**config.mk**
```make
export PLATFORM = sky130hd
export DESIGN_NAME = fp_unit_mc_flat
export DESIGN_NICKNAME = d
export VERILOG_FILES = /design/src/rtl/fp_unit_mc_if.sv /design/src/rtl/fp_unit_mc.sv /design/src/flat_wrapper.sv
export SDC_FILE = /design/constraint.sdc
export NUM_CORES = 2
export LEC_CHECK = 0
export ABC_AREA = 0
export CAP_MARGIN = 20
export CORE_MARGIN = 2
export CORE_UTILIZATION = 35
export DETAILED_ROUTE_END_ITERATION = 8
export GPL_ROUTABILITY_DRIVEN = 0
export SETUP_SLACK_MARGIN = 0.05
export SLEW_MARGIN = 20
export SYNTH_ARGS = -nofsm -noshare
export SYNTH_HDL_FRONTEND = slang
export SYNTH_SLANG_ARGS = --single-unit
```
**constraint.sdc**
```tcl
create_clock -name clk -period 13.4 [get_ports clk]
set_input_delay 1.34 -clock clk [delete_from_list [all_inputs] [get_ports clk]]
set_output_delay 1.34 -clock clk [all_outputs]
set_load 0.01 [all_outputs]
```
**src/rtl/fp_unit_mc_if.sv**
```systemverilog
// Handshake bundle for the multicycle FP unit: operand request channel
// (in_valid/in_ready) and result channel (out_valid/out_ready).
interface fp_unit_mc_if #(
  parameter int EXP_W = 8,
  parameter int MAN_W = 23
);
  localparam int W = 1 + EXP_W + MAN_W;

  logic         in_valid;
  logic         in_ready;
  logic [1:0]   op;
  logic [W-1:0] a;
  logic [W-1:0] b;
  logic         out_valid;
  logic         out_ready;
  logic [W-1:0] result;
  logic [3:0]   flags;

  modport master (
    output in_valid, op, a, b, out_ready,
    input  in_ready, out_valid, result, flags
  );

  modport slave (
    input  in_valid, op, a, b, out_ready,
    output in_ready, out_valid, result, flags
  );
endinterface

```
**src/rtl/fp_unit_mc.sv**
```systemverilog
// Multicycle IEEE-754 add/sub/mul unit with round-to-nearest-even.
// One operation in flight; states IDLE -> ALIGN -> EXEC -> NORM -> ROUND -> DONE.
// Working significand layout: {carry, hidden, fraction, G, R, S}.
module fp_unit_mc #(
  parameter int EXP_W = 8,
  parameter int MAN_W = 23
) (
  input  logic        clk,
  input  logic        reset,
  fp_unit_mc_if.slave bus
);
  localparam int W  = 1 + EXP_W + MAN_W;
  localparam int SW = MAN_W + 1;
  localparam int XW = MAN_W + 5;
  localparam int EW = EXP_W + 2;
  localparam int PW = 2 * SW;

  localparam logic signed [EW-1:0] EXP_ZERO = '0;
  localparam logic signed [EW-1:0] EXP_ONE  = EW'(1);
  localparam logic signed [EW-1:0] BIAS     = EW'((1 << (EXP_W - 1)) - 1);
  localparam logic signed [EW-1:0] EXP_MAX  = EW'((1 << EXP_W) - 1);
  localparam logic [EXP_W-1:0]     EXP_ONES = '1;
  localparam logic [W-1:0]         QNAN     = {1'b0, EXP_ONES, 1'b1, {(MAN_W-1){1'b0}}};

  typedef enum logic [2:0] {IDLE, ALIGN, EXEC, NORM, ROUND, DONE} state_t;

  state_t               state_q;
  logic [W-1:0]         aOp_q, bOp_q;
  logic [1:0]           op_q;
  logic [XW-1:0]        sigX_q, sigY_q, man_q;
  logic                 signX_q, signY_q, sign_q;
  logic signed [EW-1:0] exp_q;
  logic [W-1:0]         result_q;
  logic [3:0]           flags_q;
  logic                 outValid_q, inReady_q;

  assign bus.in_ready  = inReady_q;
  assign bus.out_valid = outValid_q;
  assign bus.result    = result_q;
  assign bus.flags     = flags_q;

  // Operand unpacking and classification of the latched operands
  logic             sa, sb, sbEff, isMul, isSub;
  logic [EXP_W-1:0] ea, eb;
  logic [MAN_W-1:0] fa, fb;
  logic             zeroA, zeroB, infA, infB, nanA, nanB;
  logic [SW-1:0]    sigA, sigB;
  logic [XW-1:0]    extA, extB;

  assign {sa, ea, fa} = aOp_q;
  assign {sb, eb, fb} = bOp_q;
  assign isMul = (op_q == 2'b10);
  assign isSub = (op_q == 2'b01);
  assign sbEff = sb ^ isSub;
  assign zeroA = (ea == '0);
  assign zeroB = (eb == '0);
  assign infA  = (ea == EXP_ONES) && (fa == '0);
  assign infB  = (eb == EXP_ONES) && (fb == '0);
  assign nanA  = (ea == EXP_ONES) && (fa != '0);
  assign nanB  = (eb == EXP_ONES) && (fb != '0);
  assign sigA  = {~zeroA, fa};
  assign sigB  = {~zeroB, fb};
  assign extA  = {1'b0, sigA, 3'b000};
  assign extB  = {1'b0, sigB, 3'b000};

  // Alignment: shift the smaller-exponent significand right, folding lost bits into sticky
  logic                 swap;
  logic [EXP_W-1:0]     expDiff;
  logic [XW-1:0]        bigSig, smallSig, lostMask, shifted_d;
  logic signed [EW-1:0] alignExp_d, mulExp_d;

  always_comb begin
    swap       = (eb > ea);
    bigSig     = swap ? extB : extA;
    smallSig   = swap ? extA : extB;
    expDiff    = swap ? (eb - ea) : (ea - eb);
    alignExp_d = $signed({2'b00, (swap ? eb : ea)});
    mulExp_d   = $signed({2'b00, ea}) + $signed({2'b00, eb}) - BIAS;
    lostMask   = '0;
    if (int'(expDiff) > MAN_W + 3) begin
      shifted_d = {{(XW-1){1'b0}}, |smallSig};
    end else begin
      lostMask  = ~({XW{1'b1}} << expDiff);
      shifted_d = (smallSig >> expDiff) | {{(XW-1){1'b0}}, |(smallSig & lostMask)};
    end
  end

  // Special-operand resolution (NaN, infinity, zero) that bypasses the datapath
  logic         special_d, specialInv_d;
  logic [W-1:0] specialRes_d;

  always_comb begin
    special_d    = 1'b1;
    specialInv_d = 1'b0;
    specialRes_d = '0;
    if (isMul) begin
      if (nanA || nanB || (infA && zeroB) || (zeroA && infB)) begin
        specialRes_d = QNAN;
        specialInv_d = 1'b1;
      end else if (infA || infB) begin
        specialRes_d = {sa ^ sb, EXP_ONES, {MAN_W{1'b0}}};
      end else if (zeroA || zeroB) begin
        specialRes_d = {sa ^ sb, {(W-1){1'b0}}};
      end else begin
        special_d = 1'b0;
      end
    end else begin
      if (nanA || nanB || (infA && infB && (sa != sbEff))) begin
        specialRes_d = QNAN;
        specialInv_d = 1'b1;
      end else if (infA) begin
        specialRes_d = {sa, EXP_ONES, {MAN_W{1'b0}}};
      end else if (infB) begin
        specialRes_d = {sbEff, EXP_ONES, {MAN_W{1'b0}}};
      end else if (zeroA && zeroB) begin
        specialRes_d = {sa & sbEff, {(W-1){1'b0}}};
      end else if (zeroA) begin
        specialRes_d = {sbEff, eb, fb};
      end else if (zeroB) begin
        specialRes_d = aOp_q;
      end else begin
        special_d = 1'b0;
      end
    end
  end

  // Execute: signed-magnitude add/sub of aligned significands, or full product with G/R/S fold
  logic [PW-1:0] product;
  logic [XW-1:0] mulExt, execMan_d;
  logic          execSign_d, execZero_d;

  always_comb begin
    product    = PW'(sigX_q[SW-1:0]) * PW'(sigY_q[SW-1:0]);
    mulExt     = {product[PW-1:MAN_W-1], product[MAN_W-2], |product[MAN_W-3:0]};
    execMan_d  = mulExt;
    execSign_d = sign_q;
    execZero_d = 1'b0;
    if (!isMul) begin
      if (signX_q == signY_q) begin
        execMan_d  = sigX_q + sigY_q;
        execSign_d = signX_q;
      end else if (sigX_q >= sigY_q) begin
        execMan_d  = sigX_q - sigY_q;
        execSign_d = signX_q;
      end else begin
        execMan_d  = sigY_q - sigX_q;
        execSign_d = signY_q;
      end
      execZero_d = (execMan_d == '0);
    end
  end

  // Round-to-nearest-even with renormalisation and overflow/underflow packing
  logic                 roundUp, inexact, hidden;
  logic [MAN_W+1:0]     rounded;
  logic [MAN_W-1:0]     frac;
  logic signed [EW-1:0] expR;
  logic [W-1:0]         roundRes_d;
  logic [3:0]           roundFlags_d;

  always_comb begin
    roundUp = man_q[2] & (man_q[1] | man_q[0] | man_q[3]);
    inexact = man_q[2] | man_q[1] | man_q[0];
    rounded = man_q[XW-1:3] + {{(MAN_W+1){1'b0}}, roundUp};
    if (rounded[MAN_W+1]) begin
      frac   = rounded[MAN_W:1];
      hidden = 1'b1;
      expR   = exp_q + EXP_ONE;
    end else begin
      frac   = rounded[MAN_W-1:0];
      hidden = rounded[MAN_W];
      expR   = exp_q;
    end
    roundRes_d   = {sign_q, expR[EXP_W-1:0], frac};
    roundFlags_d = {3'b000, inexact};
    if (expR >= EXP_MAX) begin
      roundRes_d   = {sign_q, EXP_ONES, {MAN_W{1'b0}}};
      roundFlags_d = 4'b0101;
    end else if ((expR <= EXP_ZERO) || !hidden) begin
      roundRes_d   = {sign_q, {(W-1){1'b0}}};
      roundFlags_d = 4'b0011;
    end
  end

  // Control FSM and all datapath registers, with registered handshake outputs
  always_ff @(posedge clk) begin
    if (!reset) begin
      state_q    <= IDLE;
      outValid_q <= 1'b0;
      inReady_q  <= 1'b0;
      result_q   <= '0;
      flags_q    <= '0;
      aOp_q      <= '0;
      bOp_q      <= '0;
      op_q       <= '0;
      sigX_q     <= '0;
      sigY_q     <= '0;
      man_q      <= '0;
      signX_q    <= 1'b0;
      signY_q    <= 1'b0;
      sign_q     <= 1'b0;
      exp_q      <= '0;
    end else begin
      case (state_q)
        IDLE: begin
          inReady_q <= 1'b1;
          if (bus.in_valid && inReady_q) begin
            aOp_q     <= bus.a;
            bOp_q     <= bus.b;
            op_q      <= bus.op;
            inReady_q <= 1'b0;
            state_q   <= ALIGN;
          end
        end
        ALIGN: begin
          if (special_d) begin
            result_q   <= specialRes_d;
            flags_q    <= {specialInv_d, 3'b000};
            outValid_q <= 1'b1;
            state_q    <= DONE;
          end else if (isMul) begin
            sigX_q  <= XW'(sigA);
            sigY_q  <= XW'(sigB);
            exp_q   <= mulExp_d;
            sign_q  <= sa ^ sb;
            state_q <= EXEC;
          end else begin
            sigX_q  <= bigSig;
            sigY_q  <= shifted_d;
            signX_q <= swap ? sbEff : sa;
            signY_q <= swap ? sa : sbEff;
            exp_q   <= alignExp_d;
            state_q <= EXEC;
          end
        end
        EXEC: begin
          if (execZero_d) begin
            result_q   <= '0;
            flags_q    <= '0;
            outValid_q <= 1'b1;
            state_q    <= DONE;
          end else begin
            man_q   <= execMan_d;
            sign_q  <= execSign_d;
            state_q <= NORM;
          end
        end
        NORM: begin
          if (man_q[XW-1]) begin
            man_q <= {1'b0, man_q[XW-1:2], man_q[1] | man_q[0]};
            exp_q <= exp_q + EXP_ONE;
          end else if (!man_q[XW-2] && (exp_q > EXP_ONE)) begin
            man_q <= {man_q[XW-2:0], 1'b0};
            exp_q <= exp_q - EXP_ONE;
          end else begin
            state_q <= ROUND;
          end
        end
        ROUND: begin
          result_q   <= roundRes_d;
          flags_q    <= roundFlags_d;
          outValid_q <= 1'b1;
          state_q    <= DONE;
        end
        DONE: begin
          if (bus.out_ready) begin
            outValid_q <= 1'b0;
            inReady_q  <= 1'b1;
            state_q    <= IDLE;
          end
        end
        default: state_q <= IDLE;
      endcase
    end
  end
endmodule

```
**src/flat_wrapper.sv**
```systemverilog
// flat-port wrapper written by rule: the top's interface ports become plain ports
module fp_unit_mc_flat 
#(
  parameter int EXP_W = 8,
  parameter int MAN_W = 23
)
  (clk, reset, bus_in_valid, bus_op, bus_a, bus_b, bus_out_ready, bus_in_ready, bus_out_valid, bus_result, bus_flags);
  fp_unit_mc_if #(.EXP_W(EXP_W), .MAN_W(MAN_W)) bus_i ();
  input  logic clk;
  input  logic reset;
  input wire logic [$bits(bus_i.in_valid)-1:0] bus_in_valid;
  input wire logic [$bits(bus_i.op)-1:0] bus_op;
  input wire logic [$bits(bus_i.a)-1:0] bus_a;
  input wire logic [$bits(bus_i.b)-1:0] bus_b;
  input wire logic [$bits(bus_i.out_ready)-1:0] bus_out_ready;
  output wire logic [$bits(bus_i.in_ready)-1:0] bus_in_ready;
  output wire logic [$bits(bus_i.out_valid)-1:0] bus_out_valid;
  output wire logic [$bits(bus_i.result)-1:0] bus_result;
  output wire logic [$bits(bus_i.flags)-1:0] bus_flags;
  assign bus_i.in_valid = bus_in_valid;
  assign bus_i.op = bus_op;
  assign bus_i.a = bus_a;
  assign bus_i.b = bus_b;
  assign bus_i.out_ready = bus_out_ready;
  assign bus_in_ready = bus_i.in_ready;
  assign bus_out_valid = bus_i.out_valid;
  assign bus_result = bus_i.result;
  assign bus_flags = bus_i.flags;
  fp_unit_mc #(.EXP_W(EXP_W), .MAN_W(MAN_W)) u_core (.clk(clk), .reset(reset), .bus(bus_i));
endmodule
```
==> results_dict.tcl <==
set metrics [dict create \
    portBuffers 107 \
    cts_buffers 25 \
    drtAntennaViolNets 0 \
    fp.dieH_um 333 \
    finalCritPeriodShare 0.697 \
    gr-total-overflow 0 \
    post_drt_wl_per_cell_um 23.3 \
    layout-drive-gt1-share 0.0408 \
    status "complete, no violations" \
    swShare 0.585 \
    syn_nets 5867 \
    p_leak_nw 17.6 \
    synth.ff_latch_count 202 \
    timing_worst_slew_pin_value_ps 1170 \
    hold_path_class "flop to flop" \
    intPower_w 0.00245 \
    first_pass_iters 8 \
    syn_area_sq_um 38000 \
    pwr-share-comb 0.729 \
    max-vdd-ir-drop_uv 203 \
    post_cts_resize_count 0 \
    hpwl_um 114000 \
    drcViolationCount 0 \
    yosysTopAreaCellShare 0.257 \
    hold_viol_final 0 \
    track_usage 0.261 \
    htree_levels 1 \
    yosysMostFrequentCell "nand2_1" \
    p_total_w 0.00592 \
    powerDensity_nw_per_um2 144 \
    max-cap-violations 0 \
    arrival_ps 9800 \
    max_freq_mhz 107 \
    slew_viol_final 0 \
    maxSlewHeadroom 0.218 \
    yosys_warnings 0 \
    die_w_um 333 \
    grt_max_degree 94 \
    core-area_sq_um 107000 \
    cts-root-buf "clkbuf_16" \
    synth_flop_cell "dfxtp_1" \
    setup_viol 0 \
    nNetsFinal 5750 \
    synthTopCellsByArea "fa_1 26%, dfxtp_1 11%, ha_1 9.4%, nand2_1 6.9%, inv_1 6.8%" \
    grt_pass1_vias 36154 \
    worstPathRequired_ps 13870 \
    start_kind "flop" \
    synth-edff-count 0 \
    cp_max_fo 19 \
    ys_async_sr_fraction 0 \
    synthTopCellsByCount "698 x nand2_1, 686 x inv_1, 551 x nor2_1" \
    synth_area_leader_cell "fa_1" \
    rows 120 \
    clk_path_buf_depth 3 \
    seqPwrFrac 0.155 \
    setup_tns_ps 0 \
    start_util 0.354 \
    fill_cells 11203 \
    finClkSkew_ps 19.8 \
    cts.sinks 202 \
    diodes 0 \
    syn_inst 5025 \
    path_clk_slew_ps 60 \
    via_count 37028 \
    postCtsSetupBuffers 0 \
    ioPinCount 108 \
    critPathCaptureType "flop" \
    viasPerCell 5.85 \
    yosysUniqueCellTypes 95 \
    p_clk_frac 0.116 \
    critPathKind "flop to flop" \
    antenna_found_initial 5 \
    dieArea_sq_um 111000 \
    wirelength_um 148000 \
    grt_pass1_wl_um 225000 \
    clkLatencyLatePin_ps 570 \
    drt_iter0_drc 4291 \
    avgSynthCellArea_sq_um 7.56 \
    finalCriticalPeriod_ps 9340 \
    cts_tree "done" \
    areaGrowthSynthToFinish_pct 7.99 \
    p_sw_w 0.00346 \
    holdBufCountCts 0 \
    rsz0062_at_grt "no" \
    ys_seq_area_frac 0.107 \
]
==> worst paths after layout <==
check / from / to / slack (ps) / cells after the start
worst max-delay path: u_core.sigX_q[21]$_SDFFE_PN0P_ / u_core.man_q[25]$_SDFFE_PN0P_ / 4060 / 27
worst min-delay path: u_core.sigX_q[5]$_SDFFE_PN0P_ / u_core.sigX_q[5]$_SDFFE_PN0P_ / 450 / 2
worst max register to register: u_core.sigX_q[21]$_SDFFE_PN0P_ / u_core.man_q[25]$_SDFFE_PN0P_ / 4060 / 27
worst min register to register: u_core.sigX_q[5]$_SDFFE_PN0P_ / u_core.sigX_q[5]$_SDFFE_PN0P_ / 450 / 2
==> through the flow <==
step                setup WS, ps  utilization  std cells  hold slack [ps]  cell area [sq um]
floorplan                   5890            -       5025              445              38000
global placement            4350        0.374       6283              446              40200
detailed placement          4340        0.375       6283              449              40200
CTS                         4310        0.382       6327              457              41000
global route                3740        0.382       6328              484              41000
finish                      4060        0.382       6328              455              41000
==> routing by layer <==
| metal | wire (um) | GRT usage |
|---|---|---|
| met5 | 27 | 0 |
| met3 | 15900 | 0.0529 |
| met4 | 8350 | 0.121 |
| met2 | 62200 | 0.395 |
| met1 | 61200 | 0.356 |
==> kinds of logic after synthesis <==
family | share of synthesized area
buffers and inverters | 0.104
flip-flops | 0.107
AND/OR/NAND/NOR | 0.194
XOR/XNOR | 0.0238
multiplexers | 0.0285
AO/OA/AOI/OAI | 0.192
adder cells (fa/ha/maj) | 0.351
==> power groups by stage <==
stage | clock (W) | sequential [W] | combinational, W
floorplan | 0 | 0.000826 | 0.00290
global placement | 0 | 0.000913 | 0.00413
detailed placement | 0 | 0.000910 | 0.00415
CTS | 0.000692 | 0.000901 | 0.00416
global route | 0.000714 | 0.000921 | 0.00457
finish | 0.000685 | 0.000918 | 0.00431
==> sequential cells by signal, indices dropped and copies added (netlist names), 4 cells and up <==
register / flops
u_core.aOp_q: 32
u_core.bOp_q: 32
u_core.bus.result: 32
u_core.man_q: 28
u_core.sigX_q: 27
u_core.sigY_q: 27
u_core.exp_q: 10
u_core.bus.flags: 4
==> cell type report <==
cell class	instances	area, sq um	area share
Clock inverter	10	95.1	0.00232
Inverter	699	2630	0.0641
Tap cell	1403	1760	0.0428
Multi-Input combinational cell	3793	30100	0.735
Timing Repair Buffer	187	1670	0.0408
Clock buffer	34	689	0.0168
Sequential cell	202	4050	0.0987
==> cells in the final DEF (no fill, tap or decap), types with 24 or more instances in the layout <==
cell type | synthesis | layout
nand2_1 | 698 | 696
inv_1 | 686 | 686
nor2_1 | 551 | 547
fa_1 | 488 | 488
a21oi_1 | 396 | 395
ha_1 | 284 | 284
dfxtp_1 | 202 | 201
o21ai_0 | 178 | 177
nor3_1 | 143 | 142
clkdlybuf4s50_1 | 0 | 107
a211oi_1 | 90 | 90
buf_4 | 7 | 79
nand3_1 | 71 | 70
mux2i_1 | 71 | 70
xnor2_1 | 75 | 69
a21o_1 | 43 | 43
o211ai_1 | 42 | 42
a31oi_1 | 41 | 41
nand4_1 | 40 | 40
o22ai_1 | 34 | 34
a22oi_1 | 33 | 33
nor4_1 | 31 | 30
o21a_1 | 30 | 30
a311oi_1 | 28 | 28
xor2_1 | 28 | 27
and3_1 | 26 | 26
clkbuf_16 | 0 | 25
o21bai_1 | 24 | 24
==> worst max-delay path: stages, from the launching register on <==
cell	delay, ps
dfxtp_1	950
clkinv_1	620
nor2_1	280
fa_1	480
fa_1	570
inv_1	70
fa_1	460
fa_1	550
inv_1	60
fa_1	440
fa_1	510
inv_1	70
fa_1	480
inv_1	40
ha_1	340
a21o_1	200
a21oi_1	180
nand2_1	90
a2111oi_0	380
a21o_1	360
a21oi_1	220
a311oi_1	700
o21ai_0	290
nand3_1	150
mux2_2	330
nor2_1	90
a211oi_1	60
a211oi_1	250
Note: power is estimated with default switching activity, not from simulation.
